--- src/rtl/mac_tx_framer.sv ---
// Ethernet MAC transmit framer. It takes a payload byte stream and adds the
// preamble, the SFD, zero padding up to a minimum length and a CRC-32 FCS.
// It enforces an inter-frame gap. If the source stalls mid-frame, it aborts
// the frame and drains the rest of that frame from the source.
module mac_tx_framer #(
  parameter int IFG_BYTES = 12,
  parameter int MIN_FRAME = 60
) (
  input  logic        clock,
  input  logic        reset,
  input  logic        s_valid,
  input  logic [7:0]  s_data,
  input  logic        s_last,
  output logic        s_ready,
  output logic        out_txen,
  output logic [7:0]  out_txd,
  output logic        busy,
  output logic        underrun,
  output logic [15:0] frames_sent
);

  typedef enum logic [2:0] {
    ST_IDLE     = 3'd0,
    ST_PREAMBLE = 3'd1,
    ST_SFD      = 3'd2,
    ST_PAYLOAD  = 3'd3,
    ST_PAD      = 3'd4,
    ST_FCS      = 3'd5,
    ST_DRAIN    = 3'd6,
    ST_IFG      = 3'd7
  } state_t;

  localparam logic [15:0] MIN_LEN       = 16'(MIN_FRAME);
  localparam logic [15:0] IFG_LEN       = 16'(IFG_BYTES);
  localparam logic [31:0] CRC_POLY      = 32'hEDB8_8320;
  localparam logic [31:0] CRC_INIT      = 32'hFFFF_FFFF;
  localparam logic [7:0]  PREAMBLE_BYTE = 8'h55;
  localparam logic [7:0]  SFD_BYTE      = 8'hD5;

  // Reflected CRC-32 advanced by one byte, LSB of the byte first.
  function automatic logic [31:0] crc32_byte(input logic [31:0] crc_in, input logic [7:0] data);
    logic [31:0] c;
    c = crc_in ^ {24'h00_0000, data};
    for (int i = 0; i < 8; i++) begin
      c = c[0] ? ((c >> 1) ^ CRC_POLY) : (c >> 1);
    end
    return c;
  endfunction

  // 16-bit increment that sticks at all-ones.
  function automatic logic [15:0] sat_inc(input logic [15:0] v);
    return (v == 16'hFFFF) ? v : (v + 16'd1);
  endfunction

  state_t      state_r;
  logic        s_ready_r;
  logic        out_txen_r;
  logic [7:0]  out_txd_r;
  logic        busy_r;
  logic        underrun_r;
  logic [15:0] frames_sent_r;
  logic [15:0] byte_cnt_r;   // bytes emitted after the SFD, saturating
  logic [15:0] phase_cnt_r;  // position inside preamble / FCS / IFG
  logic [31:0] crc_r;
  logic [31:0] fcs_r;        // complemented CRC, shifted out LSB first

  assign s_ready     = s_ready_r;
  assign out_txen    = out_txen_r;
  assign out_txd     = out_txd_r;
  assign busy        = busy_r;
  assign underrun    = underrun_r;
  assign frames_sent = frames_sent_r;

  // Frame sequencer: the state names what kind of byte is on out_txd this cycle.
  always_ff @(posedge clock) begin
    if (reset) begin
      state_r       <= ST_IDLE;
      s_ready_r     <= 1'b0;
      out_txen_r    <= 1'b0;
      out_txd_r     <= 8'h00;
      busy_r        <= 1'b0;
      underrun_r    <= 1'b0;
      frames_sent_r <= 16'h0000;
      byte_cnt_r    <= 16'h0000;
      phase_cnt_r   <= 16'h0000;
      crc_r         <= CRC_INIT;
      fcs_r         <= 32'h0000_0000;
    end else begin
      underrun_r <= 1'b0;
      busy_r     <= 1'b1;
      case (state_r)
        ST_IDLE: begin
          s_ready_r   <= 1'b0;
          phase_cnt_r <= 16'h0000;
          byte_cnt_r  <= 16'h0000;
          crc_r       <= CRC_INIT;
          if (s_valid) begin
            state_r    <= ST_PREAMBLE;
            out_txen_r <= 1'b1;
            out_txd_r  <= PREAMBLE_BYTE;
          end else begin
            out_txen_r <= 1'b0;
            out_txd_r  <= 8'h00;
            busy_r     <= 1'b0;
          end
        end
        ST_PREAMBLE: begin
          out_txen_r <= 1'b1;
          if (phase_cnt_r == 16'd6) begin
            state_r   <= ST_SFD;
            out_txd_r <= SFD_BYTE;
            s_ready_r <= 1'b1;
          end else begin
            phase_cnt_r <= phase_cnt_r + 16'd1;
            out_txd_r   <= PREAMBLE_BYTE;
            s_ready_r   <= 1'b0;
          end
        end
        // While s_ready is high the source must deliver. Once the last byte is
        // on the line, pad up to the minimum length and then start the FCS.
        ST_SFD, ST_PAYLOAD, ST_PAD: begin
          if (s_ready_r) begin
            if (s_valid) begin
              state_r    <= ST_PAYLOAD;
              out_txen_r <= 1'b1;
              out_txd_r  <= s_data;
              crc_r      <= crc32_byte(crc_r, s_data);
              byte_cnt_r <= sat_inc(byte_cnt_r);
              s_ready_r  <= ~s_last;
            end else begin
              state_r    <= ST_DRAIN;
              out_txen_r <= 1'b0;
              out_txd_r  <= 8'h00;
              underrun_r <= 1'b1;
              s_ready_r  <= 1'b1;
            end
          end else if (byte_cnt_r < MIN_LEN) begin
            state_r    <= ST_PAD;
            out_txen_r <= 1'b1;
            out_txd_r  <= 8'h00;
            crc_r      <= crc32_byte(crc_r, 8'h00);
            byte_cnt_r <= sat_inc(byte_cnt_r);
            s_ready_r  <= 1'b0;
          end else begin
            state_r     <= ST_FCS;
            out_txen_r  <= 1'b1;
            out_txd_r   <= ~crc_r[7:0];
            fcs_r       <= ~crc_r;
            phase_cnt_r <= 16'h0000;
            s_ready_r   <= 1'b0;
          end
        end
        ST_FCS: begin
          s_ready_r <= 1'b0;
          if (phase_cnt_r == 16'd3) begin
            state_r       <= ST_IFG;
            out_txen_r    <= 1'b0;
            out_txd_r     <= 8'h00;
            frames_sent_r <= frames_sent_r + 16'd1;
            phase_cnt_r   <= 16'd1;
          end else begin
            out_txen_r  <= 1'b1;
            out_txd_r   <= fcs_r[15:8];
            fcs_r       <= fcs_r >> 8;
            phase_cnt_r <= phase_cnt_r + 16'd1;
          end
        end
        ST_DRAIN: begin
          out_txen_r <= 1'b0;
          out_txd_r  <= 8'h00;
          if (s_valid && s_last) begin
            state_r     <= ST_IFG;
            s_ready_r   <= 1'b0;
            phase_cnt_r <= 16'd1;
          end else begin
            s_ready_r <= 1'b1;
          end
        end
        ST_IFG: begin
          out_txen_r <= 1'b0;
          out_txd_r  <= 8'h00;
          s_ready_r  <= 1'b0;
          if (phase_cnt_r >= IFG_LEN) begin
            state_r <= ST_IDLE;
            busy_r  <= 1'b0;
          end else begin
            phase_cnt_r <= phase_cnt_r + 16'd1;
          end
        end
        default: begin
          state_r    <= ST_IDLE;
          out_txen_r <= 1'b0;
          out_txd_r  <= 8'h00;
          s_ready_r  <= 1'b0;
          busy_r     <= 1'b0;
        end
      endcase
    end
  end

endmodule
--- config.mk ---
export PLATFORM = sky130hd
export DESIGN_NAME = mac_tx_framer
export DESIGN_NICKNAME = d
export VERILOG_FILES = /design/src/rtl/mac_tx_framer.sv
export SDC_FILE = /design/constraint.sdc
export NUM_CORES = 1
export LEC_CHECK = 0
export CORE_ASPECT_RATIO = 0.7
export CORE_UTILIZATION = 35
export CTS_CLUSTER_DIAMETER = 100
export DETAILED_ROUTE_END_ITERATION = 16
export SYNTH_ARGS = -nofsm -noshare
export SYNTH_HDL_FRONTEND = slang
export SYNTH_SLANG_ARGS = --single-unit
--- constraint.sdc ---
create_clock -name clock -period 4.1 [get_ports clock]
set_input_delay 1.025 -clock clock [delete_from_list [all_inputs] [get_ports clock]]
set_output_delay 1.025 -clock clock [all_outputs]
set_load 0.02 [all_outputs]
==> summary.md, run 1 <==
| Metric | Value |
|---|---|
| Die H | 120.7 um |
| Initial DRC count | 624 |
| WL/cell | 16.89 um |
| Final hold vios | 0 |
| Hpwl dp | 13920 um |
| Skew final | 0.006907 ns |
| Drt first pass iters | 6 |
| Clock sink count | 119 |
| Finished Cell Area | 8327 sq um |
| Synthesis warning total | 0 |
| Kind of critical path | primary input to register |
| Busiest layer in global routing | met1 |
| FMAX | 317.9 MHz |
| GRT overflow | 0 |
| Power share of the combinational group | 19.0% |
| Antenna violations before repair | 0 |
| Pwr dens | 419.9 nW/um^2 |
| Worst r2r src | state_r[2] |
| Synth async-reset ratio | 0% |
| Share of the yosys chip area belonging to registers | 33.82% |
| Register bit total from synthesis | 119 |
| Pre-CTS WS | 0.5906 ns |
| Slew Viols, Final | 0 |
| Critical path required time | 4.40 ns |
| Drt total wl | 19660 um |
| Clk network pwr share | 46.3% |
| GR Layer Usage met2 | 26.44% |
| Syn avg cell area | 8.153 sq um |
| Clk_lat worst skew | 0.42 ns |
| Post-DP Area | 7686 sq um |
| Cells on Worst Hold Path | 2 |
| Slew HR | 37.86% |
| Post-Syn Instances | 864 |
| Antenna diode count | 0 |
| Hold_ws | 0.4509 ns |
| Post-route setup TNS | 0 ns |
| Most used DFF post-synth | dfxtp_1 |
| P_sw | 934.3 uW |
| Rows | 43 |
| Starting Density | 35.68% |
| Vias per cell | 5.332 |
| Final worst path period share | 76.71% |
| Final worst slack | 0.9547 ns |
| VDD IR max | 321.6 uV |
| Switch share | 26.72% |
| Min-delay worst type | register to register |
| Die width | 171.6 um |
| Hold path startpoint | fcs_r[18] |
| Area Growth Syn to Fin | 18.21% |
| R2R depth | 6 |
| H-tree Lvls | 4 |
| Clk slew on worst S/H paths | 0.05 ns |
| Hold buffer count at cts | 0 |
| Tmin final | 3.145 ns |
| Worst path arrival time | 3.44 ns |
| Post-CTS sizing | 0 |
| Clk buf depth | 2 |
| # IOs | 40 |
| Worst-Margin Slew | 0.9290 ns |
| CP endpoint kind | register |
| CTS tree | yes |
| Maxcap violations | 0 |
| Setup Fix Bufs, Post-CTS | 0 |
| Internal Power | 2562 uW |
| Status | finished, final reports clean |
| Vias in the first global route | 5661 |
| Synthesized area | 7044 sq um |
| DRT antenna net count | 0 |
| Share of power burned in registers | 34.8% |
| Fin nets | 899 |
| CP startpoint | s_data[1] |
| Vias | 6207 |
| Num CTS Buffers | 17 |
| Synth cell types | 69 |
| First-pass GRT wire length | 31860 um |
| Post-Syn Nets | 881 |
| CP max FO | 6 |
| Met3 usage | 5.990% |
| LEAKAGE | 0.002867 uW |
| Proportion of layout cells with a drive suffix above 1 | 7.494% |
| GRT Total Usage | 20.08% |
| DRC Markers | 0 |
| I/O Buffers | 39 |
| Die ar. | 20710 sq um |
| Post-synth EDFFs | 0 |
| Largest net degree at the start of global routing | 65 |
| Unrepaired setup endpoints after global routing | no |
| Final setup viols | 0 |
| Startpoint types | primary input |
| M1 GR Usage | 30.50% |
| Root buffer selected by CTS | clkbuf_16 |
| Gpl congestion | 0.8643 |
| Core area | 19750 sq um |
[final timing paths]
check	slack [ns]	end
min reg2reg	0.45	fcs_r[18]
max reg2reg	1.22	byte_cnt_r[14]
min	0.45	fcs_r[18]
max	0.95	crc_r[20]
[layout make-up]
type / instances / area, sq um
inverter: 14 / 52.55
fill: 1953 / 11420
multi-input combinational: 672 / 4385
timing repair buffer: 58 / 528.0
clock inverter: 8 / 142.6
sequential: 119 / 2382
clock buffer: 23 / 498.0
tap: 270 / 337.8
[state kept, by name, summed over array words and instances, names as in the netlist]
| register | count |
|---|---|
| byte_cnt_r | 16 |
| crc_r | 32 |
| state_r | 3 |
| out_txen | 1 |
| phase_cnt_r | 16 |
| out_txd | 8 |
| s_ready | 1 |
| underrun | 1 |
| frames_sent | 16 |
| busy | 1 |
| fcs_r | 24 |
[cells in the final DEF, fill, tap and decap left out, drive strengths merged, types with 6 or more instances in the layout]
cell type      netlist  routed
xor2                51      51
nand4                9       9
o2111ai              6       6
dfxtp              119     119
o21ai               53      53
buf                 12      20
and2                10      10
nand3b               7       7
and3                 9       9
nand2               97      97
nand3               14      14
or4                  9       9
nor3                25      25
xnor3               10      10
xnor2               86      86
clkdlybuf4s50        0      38
o211ai              16      16
clkbuf              47      23
a211oi              15      15
or3                 20      20
nor2                91      91
a31oi                6       6
a21oi               66      66
inv                 13      13
[cells by family (layout without fill, tap and decap cells)]
| family | after synthesis | in the layout | share of synthesized area (%) |
|---|---|---|---|
| simple gates | 309 | 309 | 21.19 |
| compound gates | 204 | 204 | 18.49 |
| xor+xnor | 148 | 148 | 20.68 |
| flops | 119 | 119 | 33.82 |
| buf+inv | 73 | 103 | 4.050 |
| fa+ha+maj | 6 | 6 | 1.030 |
| mux | 5 | 5 | 0.7460 |
[power by group through the flow]
stage                     combinational (uW)  sequential [uW]  clock [uW]
after global routing                     716             1220        1710
after detailed placement                 649             1240           0
after floorplan                          505             1220           0
final                                    663             1220        1620
after global placement                   651             1240           0
after CTS                                655             1220        1650
[synth_stat cells (all sizes together), types with 2 or more instances]
library cell | n | area, sq um
a211o | 3 | 26.28
a31oi | 6 | 37.54
nand3b | 7 | 60.06
nor3b | 2 | 20.02
and3 | 9 | 56.30
nor3 | 25 | 125.1
inv | 13 | 48.80
nand2 | 97 | 364.1
nor4 | 5 | 46.29
a21oi | 66 | 330.3
a211oi | 15 | 112.6
xnor3 | 10 | 225.2
o21bai | 2 | 15.01
o2111ai | 6 | 52.55
o211ai | 16 | 120.1
a22oi | 3 | 22.52
o21ai | 53 | 265.3
o221a | 3 | 33.78
nor2b | 2 | 12.51
and2 | 10 | 62.56
or3 | 20 | 125.1
xor2 | 51 | 454.2
o22ai | 2 | 12.51
mux2 | 2 | 22.52
nor2 | 91 | 341.6
o21a | 3 | 22.52
mux2i | 3 | 30.03
clkbuf | 47 | 176.4
xnor2 | 86 | 753.2
and4 | 4 | 35.03
or4 | 9 | 75.07
o32ai | 2 | 17.52
a2111oi | 2 | 36.29
buf | 12 | 56.30
ha | 5 | 62.56
nand4 | 9 | 56.30
nand3 | 14 | 70.07
dfxtp | 119 | 2382
o32a | 3 | 30.03
a221oi | 4 | 35.03
o31ai | 4 | 30.03
[per-layer routing]
layer  up-vias  share of wire [%]  routed length, um
li1       3076                  -                  -
met1      2906                 51              10050
met2       199                 39               7733
met3        26                8.0               1568
met4         0                1.6                306
met5         -                  0                  0
[stage by stage]
| step | utilization (%) | cells | power (uW) |
|---|---|---|---|
| after floorplan | - | 864 | 1728 |
| final | 42.17 | 1164 | 3496 |
| after detailed placement | 38.93 | 1133 | 1889 |
| after global placement | 38.93 | 1133 | 1892 |
| after CTS | 42.17 | 1164 | 3518 |
| after global routing | 42.17 | 1164 | 3644 |
[worst max-delay path: stages]
cell	delay, ns
clkdlybuf4s50_1	0.67
xor2_1	0.46
xnor2_1	0.21
xnor2_1	0.35
xor2_1	0.26
a211oi_1	0.11
o32a_1	0.35
No activity file was read; power rests on OpenSTA's default activity.
==> run 2: changes to the inputs <==
==> constraint.sdc (replaced) <==
create_clock -name clock -period 2.92 [get_ports clock]
set_input_delay 0.73 -clock clock [delete_from_list [all_inputs] [get_ports clock]]
set_output_delay 0.73 -clock clock [all_outputs]
set_load 0.02 [all_outputs]
==> summary.md, run 2 (synthesis gave the netlist of run 1 again) <==
| Metric | Value |
|---|---|
| Status | finished, final reports clean |
| Number of flip-flops in the largest register | 32 (unchanged) |
| Clk slew on worst S/H paths | 0.05 ns (about the same) |
| Largest net degree at the start of global routing | 39 (-40%) |
| Biggest register | crc_r |
| Reg-to-reg endpoint | phase_cnt_r[14] |
| Rows | 43 (unchanged) |
| Die H | 120.7 um (unchanged) |
| I/O Buffers | 39 (unchanged) |
| WL/cell | 16.72 um (-1.0%) |
| Slew Viols, Final | 0 (unchanged) |
| Antenna violations before repair | 0 (unchanged) |
| Post-route setup TNS | 0 ns (unchanged) |
| Unrepaired setup endpoints after global routing | no |
| Commonest non-fill, non-tap cell in the layout | dfxtp_1 |
| Root buffer selected by CTS | clkbuf_16 |
| Post-CTS sizing | 0 (unchanged) |
| Die width | 171.6 um (unchanged) |
| H-tree Lvls | 4 (unchanged) |
| Hold buffer count at cts | 0 (unchanged) |
| Setup Fix Bufs, Post-CTS | 0 (unchanged) |
| DRT antenna net count | 0 (unchanged) |
| CP endpoint kind | register |
| # IOs | 40 (unchanged) |
| Tmin final | 2.636 ns |
| Final hold vios | 0 (unchanged) |
| Final worst path period share | 90.27% |
| Vias per cell | 5.311 (-0.41%) |
| Proportion of layout cells with a drive suffix above 1 | 11.46% (+4.0 points) |
| GRT Total Usage | 20.18% (+0.10 points) |
| Startpoint types | register |
| R2R depth | 6 (unchanged) |
| Num CTS Buffers | 17 (unchanged) |
| Largest registers | crc_r: 32 flops, fcs_r: 24 flops |
| Final setup viols | 0 (unchanged) |
| Clk_lat worst skew | 0.42 ns (about the same) |
| VDD IR max | 417.7 uV (+30%) |
| CTS tree | yes |
| Finished Cell Area | 8543 sq um (+2.6%) |
| CP max FO | 9 (+3) |
| Min-delay worst type | register to register |
| Switch share | 29.16% (+2.4 points) |
| Skew final | 0.009204 ns (+0.002297 ns) |
| Worst path arrival time | 2.98 ns (-0.46 ns) |
| Vias | 6394 (+3.0%) |
| Core area | 19750 sq um (unchanged) |
| Share of power burned in registers | 35.7% (+0.9 points) |
| Reg2reg setup slack | 0.28 ns (-0.94 ns) |
| Starting Density | 35.68% (unchanged) |
| Area Growth Syn to Fin | 21.28% |
| Hold Crit Endpoint | fcs_r[31] |
| Internal Power | 3364 uW (+31%) |
| Gpl congestion | 0.9162 (+6.0%) |
| Antenna diode count | 0 (unchanged) |
| Pwr dens | 555.8 nW/um^2 (+32%) |
| Vias in the first global route | 5806 (+2.6%) |
| GRT overflow | 0 (unchanged) |
| Maxcap violations | 0 (unchanged) |
| Initial DRC count | 723 (+16%) |
| Hpwl dp | 14660 um (+5.3%) |
| FMAX | 379.4 MHz |
| Slew HR | 43.39% (+5.5 points) |
| DRC Markers | 0 (unchanged) |
| Clock sink count | 119 (unchanged) |
| Worst r2r src | phase_cnt_r[12] |
| Clk network pwr share | 42.8% (-3.5 points) |
| Kind of critical path | register to register |
| Fin nets | 938 (+4.3%) |
| First-pass GRT wire length | 32110 um (+0.80%) |
| Cells on Worst Hold Path | 2 (unchanged) |
| Post-DP Area | 7979 sq um (+3.8%) |
| Die ar. | 20710 sq um (unchanged) |
| Most frequent cells in the layout | dfxtp_1, nand2_1, nor2_1 |
| Clk buf depth | 2 (unchanged) |
| Drt total wl | 20130 um (+2.4%) |
| LEAKAGE | 0.003002 uW (+4.7%) |
| Critical path required time | 3.27 ns (-1.13 ns) |
| Power share of the combinational group | 21.5% (+2.5 points) |
| Hold path startpoint | fcs_r[31] |
| Worst-Margin Slew | 0.8427 ns (-0.08636 ns) |
| Drt first pass iters | 7 (+1) |
| P_sw | 1384 uW (+48%) |
## run 2: per-layer routing
layer | vias up | global-route usage [%] | part of all wire, %
li1 | 3150 | - | -
met1 | 3000 | 30.79 | 52
met2 | 219 | 27.28 | 40
met3 | 25 | 5.303 | 7.1
met4 | 0 | 5.078 | 1.2
met5 | - | 0 | 0
## run 2: metrics by stage
step | instances | hold WS (ns) | setup slack, ns | power (uW) | utilization, %
2_1_floorplan | 864 | 0.4320 | 0.3540 | 2426 | -
3_3_place_gp | 1172 | 0.4403 | 0.02157 | 2732 | 40.41
4_1_cts | 1204 | 0.4530 | 0.2908 | 4758 | 43.27
6_report | 1204 | 0.4493 | 0.2841 | 4748 | 43.27
5_1_grt | 1204 | 0.4691 | 0.08351 | 4928 | 43.27
3_5_place_dp | 1172 | 0.4455 | 0.009468 | 2731 | 40.41
## run 2: worst max path at each step
stage	from	endpoint	slack, ns	cells after the start
floorplan	s_data[7]	crc_r[20]	0.35	7
global placement	s_data[0]	crc_r[23]	0.02	8
detailed placement	s_data[1]	crc_r[20]	0.009	7
CTS	phase_cnt_r[12]	phase_cnt_r[14]	0.29	6
global route	phase_cnt_r[1]	phase_cnt_r[3]	0.08	7
finish	phase_cnt_r[12]	phase_cnt_r[14]	0.28	6
## run 2: area by class of cell
cell class | count | area (sq um)
clock buffers | 18 | 429.2
multi-input cells | 672 | 4385
inverters | 14 | 52.55
fillers | 1984 | 11200
repair buffers | 97 | 820.8
flip-flops and latches | 119 | 2382
clock inverters | 14 | 135.1
well taps | 270 | 337.8
## run 2: worst max-delay path: stages, from the launching register on
cell	delay, ns
dfxtp_1	0.34
or4_4	0.60
a2111oi_4	0.44
a2bb2oi_2	0.25
nand3b_2	0.23
or4_1	0.56
a21oi_1	0.14
## run 2: power groups by stage
stage	sequential (uW)	clock [uW]	combinational, uW
global placement	1730	0	1000
global route	1700	2130	1090
finish	1700	2030	1020
detailed placement	1730	0	1000
CTS	1700	2050	1010
floorplan	1720	0	709
==> run 3: changes to the inputs <==
==> constraint.sdc (replaced) <==
create_clock -name clock -period 2.15 [get_ports clock]
set_input_delay 0.5375 -clock clock [delete_from_list [all_inputs] [get_ports clock]]
set_output_delay 0.5375 -clock clock [all_outputs]
set_load 0.02 [all_outputs]
==> summary.md, run 3 (synthesis gave the netlist of run 1 again) <==
| Metric | Value |
|---|---|
| Most frequent cells in the layout | buf_4, dfxtp_1, nand2_1 |
| FMAX | 404.9 MHz (+6.7%) |
| Clock sink count | 119 (unchanged) |
| Reg-to-reg endpoint | phase_cnt_r[14] |
| First-pass GRT wire length | 35440 um (+10%) |
| Die ar. | 20710 sq um (unchanged) |
| Drt total wl | 22930 um (+14%) |
| WL/cell | 17.19 um (+2.8%) |
| Kind of critical path | register to register |
| Cells on Worst Hold Path | 2 (unchanged) |
| Clk slew on worst S/H paths | 0.06 ns (about the same) |
| Reg2reg setup slack | -0.32 ns (-0.60 ns) |
| # IOs | 40 (unchanged) |
| Layout Cells excl Fill | 1334 (+11%) |
| Final setup viols | 68 (+68) |
| R2R depth | 6 (unchanged) |
| CP endpoint kind | register |
| P_sw | 1973 uW (+43%) |
| Core area | 19750 sq um (unchanged) |
| Drt first pass iters | 5 (-2) |
| Vias per cell | 5.307 (about the same) |
| Min-delay worst type | register to register |
| Clk network pwr share | 42.0% (-0.8 points) |
| DRC Markers | 0 (unchanged) |
| Status | complete, but fails checks |
| Fin nets | 1068 (+14%) |
| VDD IR max | 585.3 uV (+40%) |
| LEAKAGE | 0.004069 uW (+36%) |
| CP startpoint | phase_cnt_r[4] |
| Hpwl dp | 15820 um (+7.9%) |
| Unrepaired setup endpoints after global routing | yes |
| Area Growth Syn to Fin | 49.01% |
| Final worst slack | -0.3199 ns (-0.6039 ns) |
| Antenna violations before repair | 0 (unchanged) |
| Proportion of layout cells with a drive suffix above 1 | 30.45% (+19 points) |
| Rows | 43 (unchanged) |
| Worst path top cell family by delay | simple AND/OR/NAND/NOR gates |
| Worst path arrival time | 2.83 ns (-0.15 ns) |
| Die width | 171.6 um (unchanged) |
| Critical path required time | 2.51 ns (-0.76 ns) |
| I/O Buffers | 39 (unchanged) |
| Clk buf depth | 2 (unchanged) |
| CTS tree | yes |
| Final hold vios | 0 (unchanged) |
| Worst r2r src | phase_cnt_r[4] |
| Skew final | 0.007509 ns (-0.001695 ns) |
| Pwr dens | 661.0 nW/um^2 (+19%) |
| Switch share | 28.44% (-0.72 points) |
| Post-DP Area | 8840 sq um (+11%) |
| Power share of the combinational group | 24.9% (+3.4 points) |
| Starting Density | 35.68% (unchanged) |
| GRT Total Usage | 22.49% (+2.3 points) |
| Failing checks | setup timing |
| Hold path startpoint | fcs_r[29] |
| Setup crit end | phase_cnt_r[14] |
| Crit-path slowest cell | or4_4 |
| Internal Power | 4965 uW (+48%) |
| Die H | 120.7 um (unchanged) |
| Num CTS Buffers | 17 (unchanged) |
| Largest net degree at the start of global routing | 65 (+67%) |
| Commonest non-fill, non-tap cell in the layout | buf_4 |
| Gpl congestion | 0.9057 (-1.1%) |
| Placed Cells incl. Taps | 1270 (+8.4%) |
| Biggest register | crc_r |
| Number of flip-flops in the largest register | 32 (unchanged) |
| Slew HR | 55.08% (+12 points) |
| Startpoint types | register |
| Finished Cell Area | 10500 sq um (+23%) |
| DRT antenna net count | 0 (unchanged) |
| Crit. path cell count | 6 (unchanged) |
| CP max FO | 7 (-2) |
| Tmin final | 2.470 ns (-0.1661 ns) |
| Buf+Inv Stages, Crit Path | 0 (unchanged) |
| Root buffer selected by CTS | clkbuf_16 |
| Largest registers | crc_r: 32 flops, fcs_r: 24 flops |
| Clk_lat worst skew | 0.42 ns (about the same) |
| Slew Viols, Final | 0 (unchanged) |
| Most numerous cell on the critical path | or4_4 |
| Initial DRC count | 687 (-5.0%) |
| Final worst path period share | 114.9% (+25 points) |
| Critical Path Max Stage Delay | 0.57 ns (-0.03 ns) |
| Vias | 7080 (+11%) |
| GRT overflow | 0 (unchanged) |
| Maxcap violations | 0 (unchanged) |
| Vias in the first global route | 6514 (+12%) |
| Share of power burned in registers | 33.1% (-2.6 points) |
| Antenna diode count | 0 (unchanged) |
| Worst-Margin Slew | 0.6718 ns (-0.1709 ns) |
| H-tree Lvls | 4 (unchanged) |
| Post-route setup TNS | -11.97 ns (-11.97 ns) |
| Ordered list of cells on the worst path | or4_4, a2111oi_4, a2bb2oi_4, nand3b_4, or4_4, a21oi_2 |
-- run 3: changes by cell type in the layout (fill, tap and decap cells not counted), moves of 8 or more --
| cell | delta |
|---|---|
| nand2_2 | +9 |
| buf_4 | +96 |
| xnor2_2 | +13 |
| xnor2_1 | -15 |
| o21ai_1 | +8 |
| nor2_1 | -8 |
| buf_6 | +19 |
| clkdlybuf4s50_1 | -9 |
| o21ai_0 | -10 |
| nand2_1 | -11 |
-- run 3: cell type report --
class                      instances  area [sq um]
clock buffer                      20         446.7
clock inverter                    12         152.6
fill                            1817          9249
inverter                          14         52.55
multi-input combinational        672          5005
sequential                       119          2391
tap                              270         337.8
timing repair buffer             227          2111
-- run 3: what timing repair did --
| item | CTS | global route |
|---|---|---|
| setup buffers | 12 | 13 |
| resized for setup | 84 | 76 |
| cloned | 6 | 1 |
| endpoints found under the setup margin | 75 | 99 |
| pin swaps | 53 | 41 |
| hold buffers | 0 | 0 |
-- run 3: power groups by stage --
stage	sequential [uW]	clock, uW	combinational (uW)
floorplan	2330	0	992
global placement	2340	0	1530
detailed placement	2340	0	1540
CTS	2290	2940	1600
global route	2300	3050	1830
finish	2300	2910	1730
-- run 3: worst reg2reg max path, delay by kind of cell (launching register included) --
kind / cells / cell delay, ns
simple gates: 3 / 1.25
compound gates: 3 / 0.85
flops: 1 / 0.31
-- run 3: worst min-delay path by stage --
stage,to,slack (ns)
final,fcs_r[29],0.45
after global routing,fcs_r[26],0.48
after CTS,fcs_r[25],0.46
after detailed placement,fcs_r[15],0.45
after global placement,fcs_r[25],0.44
after floorplan,fcs_r[24],0.43
-- run 3: metrics by stage --
| stage | total power, uW | setup slack (ns) | util [%] | hold slack, ns |
|---|---|---|---|---|
| 2_1_floorplan | 3325 | -0.1742 | - | 0.4320 |
| 3_3_place_gp | 3875 | -0.5317 | 44.77 | 0.4421 |
| 3_5_place_dp | 3884 | -0.5878 | 44.77 | 0.4459 |
| 4_1_cts | 6838 | -0.2957 | 50.74 | 0.4562 |
| 5_1_grt | 7182 | -0.3612 | 53.16 | 0.4762 |
| 6_report | 6938 | -0.3199 | 53.16 | 0.4537 |
-- run 3: metal layers --
layer / track usage (%) / routed length (um) / share of wire (%) / vias up
met2: 31.15 / 9607 / 42 / 214
met4: 5.859 / 329 / 1.4 / 0
met5: 0 / 0 / 0 / -
li1: - / - / - / 3406
met1: 34.52 / 11430 / 50 / 3429
met3: 4.583 / 1567 / 6.8 / 31
